--- config.mk ---
export PLATFORM = sky130hd
export DESIGN_NAME = int_rx
export DESIGN_NICKNAME = d
export VERILOG_FILES = /design/src/rtl/int_rx.sv
export SDC_FILE = /design/constraint.sdc
export NUM_CORES = 1
export LEC_CHECK = 0
export CAP_MARGIN = 5
export CORE_ASPECT_RATIO = 1.2
export CORE_MARGIN = 1
export CORE_UTILIZATION = 58
export CTS_BUF_LIST = sky130_fd_sc_hd__clkbuf_16
export DETAILED_ROUTE_END_ITERATION = 7
export PLACE_DENSITY = 0.95
export SLEW_MARGIN = 15
export SYNTH_ARGS = -nofsm -noshare
export SYNTH_HDL_FRONTEND = slang
export SYNTH_SLANG_ARGS = --single-unit
--- constraint.sdc ---
create_clock -name CLK -period 6 [get_ports CLK]
set_input_delay 0.6 -clock CLK [delete_from_list [all_inputs] [get_ports CLK]]
set_output_delay 0.6 -clock CLK [all_outputs]
set_load 0.02 [all_outputs]
--- src/rtl/int_rx.sv ---
// Receive side of the UART calculator: parses "A<TERM>B<TERM>OP" ASCII frames
// from the RX FIFO into binary operands and an opcode for the ALU.
module int_rx #(
    parameter int unsigned NBIT = 8,
    parameter logic [7:0]  TERM = 8'h20
) (
    input  logic            CLK,
    input  logic            RESET_N,
    input  logic            fifo_empty,
    input  logic [7:0]      data_fifo,
    output logic            RD_FIFO,
    output logic [NBIT-1:0] DATO_A,
    output logic [NBIT-1:0] DATO_B,
    output logic [7:0]      OPCODE,
    output logic            LISTO,
    output logic            ERROR,
    output logic [2:0]      STATE
);

    localparam int unsigned PW = NBIT + 4;

    typedef enum logic [2:0] {
        S_A    = 3'd0,
        S_B    = 3'd1,
        S_OP   = 3'd2,
        S_DONE = 3'd3,
        S_ERR  = 3'd4
    } state_t;

    state_t state;
    state_t state_nxt;

    logic [NBIT-1:0] acc;
    logic [NBIT-1:0] reg_a;
    logic [NBIT-1:0] reg_b;
    logic [7:0]      reg_op;

    logic            is_digit;
    logic            is_term;
    logic [3:0]      digit;
    logic [PW-1:0]   acc_mac;
    logic [NBIT-1:0] acc_dec;

    logic            acc_load_c;
    logic            acc_clr_c;
    logic            lat_a_c;
    logic            lat_b_c;
    logic            lat_op_c;
    logic            clr_all_c;
    logic            publish_c;

    // Byte classification and decimal shift-in (wraps mod 2^NBIT)
    always_comb begin
        is_digit = (data_fifo >= 8'h30) && (data_fifo <= 8'h39);
        is_term  = (data_fifo == TERM);
        digit    = 4'(data_fifo - 8'h30);
        acc_mac  = ({4'd0, acc} * PW'(10)) + PW'(digit);
        acc_dec  = NBIT'(acc_mac);
    end

    // State register
    always_ff @(posedge CLK or negedge RESET_N) begin
        if (!RESET_N) begin
            state <= S_A;
        end else begin
            state <= state_nxt;
        end
    end

    // Next-state logic
    always_comb begin
        state_nxt = state;
        case (state)
            S_A, S_B: begin
                if (!fifo_empty) begin
                    if (is_term) begin
                        state_nxt = (state == S_A) ? S_B : S_OP;
                    end else if (!is_digit) begin
                        state_nxt = S_ERR;
                    end
                end
            end
            S_OP: begin
                if (!fifo_empty) begin
                    state_nxt = S_DONE;
                end
            end
            S_DONE:  state_nxt = S_A;
            S_ERR:   state_nxt = S_A;
            default: state_nxt = S_A;
        endcase
    end

    // Pop strobe and datapath controls
    always_comb begin
        RD_FIFO    = 1'b0;
        acc_load_c = 1'b0;
        acc_clr_c  = 1'b0;
        lat_a_c    = 1'b0;
        lat_b_c    = 1'b0;
        lat_op_c   = 1'b0;
        clr_all_c  = 1'b0;
        publish_c  = 1'b0;
        case (state)
            S_A, S_B: begin
                if (!fifo_empty) begin
                    RD_FIFO = 1'b1;
                    if (is_digit) begin
                        acc_load_c = 1'b1;
                    end else if (is_term) begin
                        acc_clr_c = 1'b1;
                        lat_a_c   = (state == S_A);
                        lat_b_c   = (state == S_B);
                    end
                end
            end
            S_OP: begin
                if (!fifo_empty) begin
                    RD_FIFO  = 1'b1;
                    lat_op_c = 1'b1;
                end
            end
            S_DONE:  publish_c = 1'b1;
            S_ERR:   clr_all_c = 1'b1;
            default: ;
        endcase
    end

    // Frame assembly registers
    always_ff @(posedge CLK or negedge RESET_N) begin
        if (!RESET_N) begin
            acc    <= '0;
            reg_a  <= '0;
            reg_b  <= '0;
            reg_op <= '0;
        end else if (clr_all_c) begin
            acc    <= '0;
            reg_a  <= '0;
            reg_b  <= '0;
            reg_op <= '0;
        end else begin
            if (acc_load_c) begin
                acc <= acc_dec;
            end else if (acc_clr_c) begin
                acc <= '0;
            end
            if (lat_a_c) begin
                reg_a <= acc;
            end
            if (lat_b_c) begin
                reg_b <= acc;
            end
            if (lat_op_c) begin
                reg_op <= data_fifo;
            end
        end
    end

    // Published frame; values move only on the edge that raises LISTO
    always_ff @(posedge CLK or negedge RESET_N) begin
        if (!RESET_N) begin
            DATO_A <= '0;
            DATO_B <= '0;
            OPCODE <= '0;
            LISTO  <= 1'b0;
            ERROR  <= 1'b0;
        end else begin
            LISTO <= publish_c;
            ERROR <= (state_nxt == S_ERR);
            if (publish_c) begin
                DATO_A <= reg_a;
                DATO_B <= reg_b;
                OPCODE <= reg_op;
            end
        end
    end

    assign STATE = state;

endmodule

# ---- Yosys cells after proc, flatten, opt, wreduce, memory -nomap -nowiden
# Cells that the tools add are included.
dict set report word_totals {
  mem_count 0
  ramBits 0
  latch_bits 0
  reg_bits 61
  romBits 0
  output_inout_bits 30
}
dict set report classes {
  div 0
  n_mux 35
  eq_ne 6
  n_reduce_logical 8
  magnitude_cmp 2
  n_addsub 2
  n_bitwise 0
  n_mul 1
  shift 0
}
# op n
set ops {}
lappend ops {{8-bit two-way mux} 9}
lappend ops {{1-bit two-way mux} 20}
lappend ops {{3-bit two-way mux} 4}
lappend ops {{8-bit by 4-bit adder with 8-bit output} 1}
lappend ops {{8-bit by 6-bit == test with 1-bit output (second input constant)} 1}
lappend ops {{8-bit by 6-bit greater-or-equal comparator with 1-bit output (second input constant)} 1}
lappend ops {{8-bit by 6-bit less-or-equal comparator with 1-bit output (second input constant)} 1}
lappend ops {{8-bit by 3-bit multiplier with 7-bit output (second input constant)} 1}
lappend ops {{3-bit by 2-bit == test with 1-bit output (second input constant)} 2}
lappend ops {{3-bit == test (second input constant)} 2}
lappend ops {{3-bit one-hot mux with 2 select lines} 1}
lappend ops {{2-bit nonzero test} 3}
lappend ops {{4-bit by 1-bit subtractor with 4-bit output (second input constant)} 1}
lappend ops {{3-bit by 1-bit == test with 1-bit output (second input constant)} 1}
lappend ops {{3-bit zero test} 1}
lappend ops {{3-bit nonzero test} 1}
lappend ops {{3-bit OR reduction} 1}
lappend ops {{2-bit two-way mux} 1}
lappend ops {{2-bit OR reduction} 1}
lappend ops {{1-bit logical AND} 1}

# ---- Logic depth before layout (Yosys ltp)
# Gate-level depths: netlist of run 1.
dict set report depth {
  ltp_word 8
  mapped_depth 7
}

# ---- Worst setup path after synthesis of run 1
# No wires, ideal clock.
dict set report synth_timing {
  kind {register to register}
  startpoint {reg acc[1]}
  endpoint {reg acc[7]}
  synth_period_minus_slack_ns 2.601
  path_stages_with_launch 8
  setup_slack_ns 3.399
  n_path_buf 0
  t_arrival_ns 2.480
  setup_time_ns 0.121
  path_cell_list {dfrtp_1 > ha_1 > ha_1 > fa_1 > xnor2_1 > or4b_1 > xnor3_1 > a22o_2}
}
dict set report synth_via {
  elab_chain_cells 4
}
# element line
set synth_rtl {}
lappend synth_rtl {{start, declared} 33} ;# logic [NBIT-1:0] acc;
lappend synth_rtl {{start signal, assigned} 132} ;# acc <= '0;
lappend synth_rtl {{start signal, assigned} 137} ;# acc <= '0;
lappend synth_rtl {{start signal, assigned} 143} ;# acc <= acc_dec;
lappend synth_rtl {{8-bit by 3-bit multiplier with 7-bit output} 57} ;# acc_mac = ({4'd0, acc} * PW'(10)) + PW'(digit);
lappend synth_rtl {{8-bit by 4-bit adder with 8-bit output} 57}
lappend synth_rtl {{8-bit two-way mux} 142} ;# if (acc_load_c) begin
lappend synth_rtl {{8-bit two-way mux} 136} ;# end else if (clr_all_c) begin
# Every way passes these cells.
# A chain may end at the register's enable or synchronous reset.

# ---- Final worst setup path of run 1
# Same ends and word-level chain as after synthesis.

==> metrics.csv, run 1 <==
stage;metric;value;unit
worst_setup_path;timing_worst_setup_path_type;flop to flop;
cells_and_area;regArea;1530;um^2
worst_setup_path;worstSetupEndpointType;flop;
grt;first_global_vias;2224;
worst_setup_path;rr_worst_depth;7;
cells_and_area;multi_input_logic_area;1150;um^2
sta;fmax;363;MHz
clock_tree;clk_latency;0.33;ns
worst_setup_path;timing.critical_path.cells;ha_1, ha_1, fa_1, xnor2_1, or4b_1, xnor3_1, a22o_2;
route;dr.pass1.iters;4;
pwr;leakage_power_total;1.71;nW
worst_setup_path;critPathRequiredTime;6.21;ns
clock_tree;post_cts_resized;0;
synthesis;syn-mean-instance-area;10.1;um^2
synthesis;syn_inst;272;
synthesis;cell_area_after_technology_mapping;2750;um^2
clock_tree;clock_tree.root_cell;sky130_fd_sc_hd__clkbuf_16;
pwr;ir_drop;0.228;mV
synthesis;yosys_register_bits;61;
grt;globalRoute.totalOverflow;0;
floorplan;initial_utilization;60.4;%
worst_setup_path;worst_ep_arrival_time;2.97;ns
flow_run;max-cap-violations;0;
route;viasPerCell;6.11;
worst_setup_path;critical-path-slowest-cell;sky130_fd_sc_hd__or4b_1;
sta;setup_repair_after_global_routing_missed_its_margin;false;
sta;drv_slew;0;
worst_setup_path;worstReg2RegStart;acc[1];
route;route.final.wire_length;6490;um
worst_setup_path;cp.buffers_inverters;0;
grt;wire_length_of_the_first_global_routing_pass;10800;um
route;via_count;2285;
clock_tree;clock-sinks;61;
floorplan;die-area;5030;um^2
cells_and_area;drive_gt1_share;6.33;%
grt;grt_antenna_before_repair;0;
clock_tree;ctsHoldBuffers;0;
sta;min_period;2.75;ns
clock_tree;post_cts.repair.setup_buffers;0;
sta;finalHoldViolations;0;
cells_and_area;final_area;3450;um^2
grt;track_usage;29.0;%
synthesis;netlist_top_cells_area;sky130_fd_sc_hd__dfrtp_1 (55%), sky130_fd_sc_hd__nand2_1 (10%), sky130_fd_sc_hd__ha_1 (4.5%);
clock_tree;cts_tree;yes;
synthesis;mappedNetlistNets;295;
worst_hold_path;class_of_the_tightest_hold_or_removal_check;primary input to async pin;
pwr;power_density;277;nW/um^2
sta;fin_skew;0.00292;ns
clock_tree;clkTransAtPathRegs;0.05;ns
sta;timing.final.crit_share;45.9;%
worst_setup_path;startpoint;acc[1];
floorplan;core.rowCount;27;
grt;largest_net_degree_at_the_start_of_global_routing;62;
worst_setup_path;start_kind;flop;
clock_tree;cts_made_buffers;9;
placed_design;place.detailed.hpwl;4020;um
floorplan;design.core.area;4560;um^2
placed_design;detailed_place.area;3180;um^2
synthesis;yosysWarningCount;0;
floorplan;io_pins;41;
sta;max_slew.worst_pin.slew;1.14;ns
placed_design;io_buffer_count;40;
route;route.detailed.wl_per_inst;17.3;um
worst_setup_path;cp_slowest_stage_delay;0.48;ns
synthesis;synth_largest_area_cell;sky130_fd_sc_hd__dfrtp_1;
synthesis;synth_top_area_share;55.4;%
synthesis;synth_sequential_area_ratio;55.4;%
cells_and_area;synthToLayoutAreaGrowth;25.4;%
cells_and_area;insertedDiodeCount;0;
route;detail_route.drc_violations;0;
placed_design;dp_worst_setup_slack;3.10;ns
placed_design;finalWeightedCongestion;0.845;
floorplan;dieWidth;64.9;um
cells_and_area;nNetsFinal;335;
worst_setup_path;cpLargestDelayFamily;adder cells;
cells_and_area;fillcell_total;284;
sta;slew_headroom;23.8;%
sta;tns;0;ns
route;antenna_left;0;
sta;setup_slack;3.25;ns
worst_setup_path;worst-r2r-setup-slack;3.25;ns
sta;final-setup-viol-count;0;
route;drt-initial-drc-count;229;
outcome;status;complete, no violations;
worst_setup_path;critPathMostFrequentCell;sky130_fd_sc_hd__ha_1;
worst_setup_path;path_max_fanout;6;
floorplan;die_height;77.5;um
clock_tree;htree_levels;3;
synthesis;cell_variety_after_synth;38;
clock_tree;cts-root-to-sink-buffers;2;
worst_setup_path;worst_r2r_endpoint;acc[7];
-- flip-flops by register name, indices dropped and copies added, names as in the netlist --
name / cells
DATO_A: 8
DATO_B: 8
OPCODE: 8
acc: 8
reg_a: 8
reg_b: 8
reg_op: 8
STATE: 3
ERROR: 1
LISTO: 1
-- cells in the mapped netlist, drive strengths merged --
master and instances:
o32a 1, nor3 3, nand3 16, a21oi 20, inv 5, or4b 1
xnor3 1, xnor2 3, ha 10, nor2 6, a211oi 1, nand4 2
a32o 2, o21ai 18, a31oi 3, dfrtp 61, and4 2, clkbuf 8
a21o 2, a21boi 2, buf 5, o21bai 1, fa 2, mux2i 1
or3 1, a22o 14, nor3b 2, xor2 3, nand2b 2, nand3b 1
nand2 73
-- metal layers --
layer / GRT usage (%) / part of all wire, % / vias up
met5: 0 / 0 / -
met4: 13.6 / 2.9 / 0
met3: 7.35 / 5.4 / 21
met2: 47.1 / 53 / 108
met1: 35.9 / 39 / 1126
li1: - / - / 1030
-- placed cells by master, fill, tap and decap left out, drive strengths merged --
cell           instances
dfrtp                 61
nand4                  2
a31oi                  3
a21o                   2
nand2                 73
ha                    10
a21boi                 2
inv                    8
nor3                   3
nand3                 16
fa                     2
a32o                   2
nor3b                  2
and4                   2
nand3b                 1
o32a                   1
o21bai                 1
clkinv                 2
a22o                  14
nand2b                 2
mux2i                  1
a211oi                 1
xnor2                  3
or3                    1
xnor3                  1
a21oi                 20
or4b                   1
nor2                   6
clkbuf                 9
buf                    3
clkdlybuf4s50         39
o21ai                 18
bufinv                 1
xor2                   3
-- through the flow --
| step | power (mW) | hold WS [ns] | std cells | utilization, % |
|---|---|---|---|---|
| floorplan | 0.451 | 0.304 | 272 | - |
| global placement | 0.481 | 0.444 | 359 | 69.7 |
| detailed placement | 0.483 | 0.446 | 359 | 69.7 |
| finish | 0.957 | 0.424 | 374 | 75.7 |
| CTS | 0.957 | 0.452 | 374 | 75.7 |
| global route | 0.983 | 0.485 | 374 | 75.7 |
-- worst max path at each step --
stage | end | slack, ns | cells past startpoint
after global routing | acc[7] | 3.15 | 7
final | acc[7] | 3.25 | 7
after global placement | acc[7] | 3.15 | 7
after CTS | acc[7] | 3.24 | 7
after floorplan | acc[7] | 3.40 | 7
after detailed placement | acc[7] | 3.10 | 7
-- kinds of logic after synthesis --
kind of cell             after synthesis  share of synthesized area [%]
AO/OA/AOI/OAI                         64                           14.8
multiplexers                           1                          0.363
buffers and inverters                 18                           2.91
adder cells (fa/ha/maj)               12                           6.00
XOR/XNOR                               7                           2.73
AND/OR/NAND/NOR                      109                           17.8
flip-flops                            61                           55.4
-- power breakdown --
| part | internal (mW) | switching, mW | total, mW |
|---|---|---|---|
| logic | 0.0215 | 0.0341 | 0.0555 |
| clock network | 0.311 | 0.169 | 0.480 |
| registers | 0.417 | 0.00441 | 0.421 |
-- final cells by class --
| cell class | count | share of cell area, % |
|---|---|---|
| clock buffers | 9 | 6.52 |
| clock inverters | 6 | 1.41 |
| inverters | 5 | 0.543 |
| multi-input cells | 193 | 33.4 |
| flip-flops and latches | 61 | 44.2 |
| well taps | 58 | 2.10 |
| repair buffers | 42 | 11.9 |
Note: power is estimated with default switching activity, not from simulation.
==> run 2: changes to the inputs <==
Settings changed: CORE_UTILIZATION 58 to 53, PLACE_DENSITY 0.95 to 0.88.
Clock period 6 ns to 2.6 ns, I/O delays scaled along.
==> metrics.csv, run 2 (synthesized netlist as in run 1, its figures left out) <==
stage;metric;value;unit;change
worst_setup_path;critPathRequiredTime;2.81;ns;was 6.21 ns
sta;min_period;2.40;ns;was 2.75 ns
route;detail_route.drc_violations;0;;unchanged
cells_and_area;leading_cell_type_in_the_layout_fill_and_taps_excluded;sky130_fd_sc_hd__nand2_1;;unchanged
pwr;power_density;624;nW/um^2;was 277 nW/um^2
route;via_count;2260;;was 2285
clock_tree;clock_tree.root_cell;sky130_fd_sc_hd__clkbuf_16;;unchanged
cells_and_area;drive_gt1_share;12.4;%;was 6.33%
sta;setup_slack;0.200;ns;was 3.25 ns
floorplan;die_height;81.0;um;was 77.5 um
pwr;leakage_power_total;1.77;nW;was 1.71 nW
clock_tree;ctsHoldBuffers;0;;unchanged
grt;wire_length_of_the_first_global_routing_pass;10300;um;was 10800 um
worst_setup_path;worstReg2RegStart;acc[3];;was acc[1]
cells_and_area;fin_util;72.0;%;was 75.7%
sta;final-setup-viol-count;0;;unchanged
worst_hold_path;class_of_the_tightest_hold_or_removal_check;primary input to async pin;;unchanged
worst_setup_path;worst_r2r_endpoint;acc[7];;unchanged
floorplan;initial_utilization;55.4;%;was 60.4%
sta;drv_slew;0;;unchanged
outcome;status;complete, no violations;;unchanged
cells_and_area;synthToLayoutAreaGrowth;30.1;%;was 25.4%
placed_design;io_buffer_count;40;;unchanged
clock_tree;clock-sinks;61;;unchanged
floorplan;dieWidth;67.8;um;was 64.9 um
pwr;p_total;2.24;mW;was 0.957 mW
clock_tree;cts-root-to-sink-buffers;2;;unchanged
route;viasPerCell;5.79;;was 6.11
cells_and_area;nNetsFinal;349;;was 335
grt;largest_net_degree_at_the_start_of_global_routing;44;;was 62
clock_tree;clkTransAtPathRegs;0.05;ns;about the same
floorplan;design.core.area;4970;um^2;was 4560 um^2
floorplan;io_pins;41;;unchanged
worst_setup_path;worst_ep_arrival_time;2.61;ns;was 2.97 ns
sta;fin_skew;0.00480;ns;was 0.00292 ns
clock_tree;clk_latency;0.33;ns;about the same
sta;finalHoldViolations;0;;unchanged
clock_tree;cts_tree;yes;;unchanged
route;route.final.wire_length;6330;um;was 6490 um
floorplan;core.rowCount;28;;was 27
sta;slew_headroom;38.7;%;was 23.8%
grt;first_global_vias;2098;;was 2224
sta;timing.final.crit_share;92.3;%;was 45.9%
sta;fmax;417;MHz;was 363 MHz
worst_setup_path;start_kind;flop;;unchanged
route;dr.pass1.iters;5;;was 4
worst_setup_path;worstSetupEndpointType;flop;;unchanged
sta;tns;0;ns;unchanged
route;antenna_left;0;;unchanged
cells_and_area;fillcell_total;355;;was 284
sta;setup_repair_after_global_routing_missed_its_margin;false;;unchanged
cells_and_area;final_cells;390;;was 374
placed_design;place.detailed.hpwl;4160;um;was 4020 um
sta;max_slew.worst_pin.slew;0.919;ns;was 1.14 ns
clock_tree;post_cts.repair.setup_buffers;0;;unchanged
floorplan;die-area;5490;um^2;was 5030 um^2
cells_and_area;insertedDiodeCount;0;;unchanged
route;drt-initial-drc-count;140;;was 229
grt;track_usage;26.1;%;was 29.0%
grt;grt_antenna_before_repair;0;;unchanged
flow_run;max-cap-violations;0;;unchanged
pwr;ir_drop;0.390;mV;was 0.228 mV
worst_setup_path;rr_worst_depth;6;;was 7
placed_design;finalWeightedCongestion;0.817;;was 0.845
worst_setup_path;worst-r2r-setup-slack;0.20;ns;was 3.25 ns
placed_design;dp_worst_setup_slack;-0.0334;ns;was 3.10 ns
clock_tree;htree_levels;3;;unchanged
grt;globalRoute.totalOverflow;0;;unchanged
cells_and_area;multi_input_logic_area;1160;um^2;was 1150 um^2
worst_setup_path;path_max_fanout;2;;was 6
clock_tree;cts_made_buffers;9;;unchanged
cells_and_area;mostFrequentLayoutCells;sky130_fd_sc_hd__nand2_1 (73), sky130_fd_sc_hd__dfrtp_1 (61), sky130_fd_sc_hd__clkdlybuf4s50_1 (39);;unchanged
cells_and_area;regArea;1530;um^2;unchanged
route;route.detailed.wl_per_inst;16.2;um;was 17.3 um
worst_setup_path;timing_worst_setup_path_type;flop to flop;;unchanged
placed_design;dp_cells;375;;was 359
run 2: changes by cell type in the layout (fill, tap and decap cells not counted), sizes merged:
cell | before | now
inv | 8 | 6
buf | 3 | 17
clkinv | 2 | 3
clkinvlp | 0 | 1
run 2: worst max-delay path by stage:
stage	cells past startpoint	start	endpoint	slack, ns
3_5_place_dp	7	acc[3]	acc[7]	-0.03
2_1_floorplan	7	acc[1]	acc[7]	0.02
4_1_cts	7	acc[3]	acc[7]	0.01
5_1_grt	7	acc[3]	acc[7]	0.12
3_3_place_gp	7	acc[3]	acc[7]	0.02
6_report	6	acc[3]	acc[7]	0.20
run 2: per-stage QoR:
step	hold WS [ns]	area [um^2]
global placement	0.420	3290
finish	0.0751	3580
detailed placement	0.437	3290
CTS	0.101	3570
floorplan	-0.0356	2750
global route	0.157	3580
run 2: cell type report:
cell class / count / area share [%]
flip-flops and latches: 61 / 42.6
multi-input cells: 193 / 32.5
repair buffers: 56 / 14.4
clock buffers: 9 / 6.29
well taps: 60 / 2.10
clock inverters: 6 / 1.57
inverters: 5 / 0.524
run 2: where the power goes:
part	switching [mW]	internal, mW	total [mW]
Sequential	0.00779	0.961	0.969
Clock	0.399	0.726	1.12
Combinational	0.0830	0.0587	0.142
Total	0.490	1.75	2.24
run 2: repair_timing:
item                       4_1_cts  5_1_grt
pin swaps                        0        1
gates resized for setup          1        2
setup endpoints to repair        1        1
run 2: worst max-delay path, stage by stage (launching register included):
cell,delay [ns]
sky130_fd_sc_hd__dfrtp_1,0.37
sky130_fd_sc_hd__ha_1,0.29
sky130_fd_sc_hd__ha_2,0.21
sky130_fd_sc_hd__fa_2,0.55
sky130_fd_sc_hd__or4b_1,0.45
sky130_fd_sc_hd__xnor3_1,0.19
sky130_fd_sc_hd__a22o_2,0.23
run 2: metal layers:
metal	part of all wire, %	track usage (%)
met5	0	0
met4	2.1	12.9
met3	5.4	5.34
met2	51	41.8
met1	41	33.3
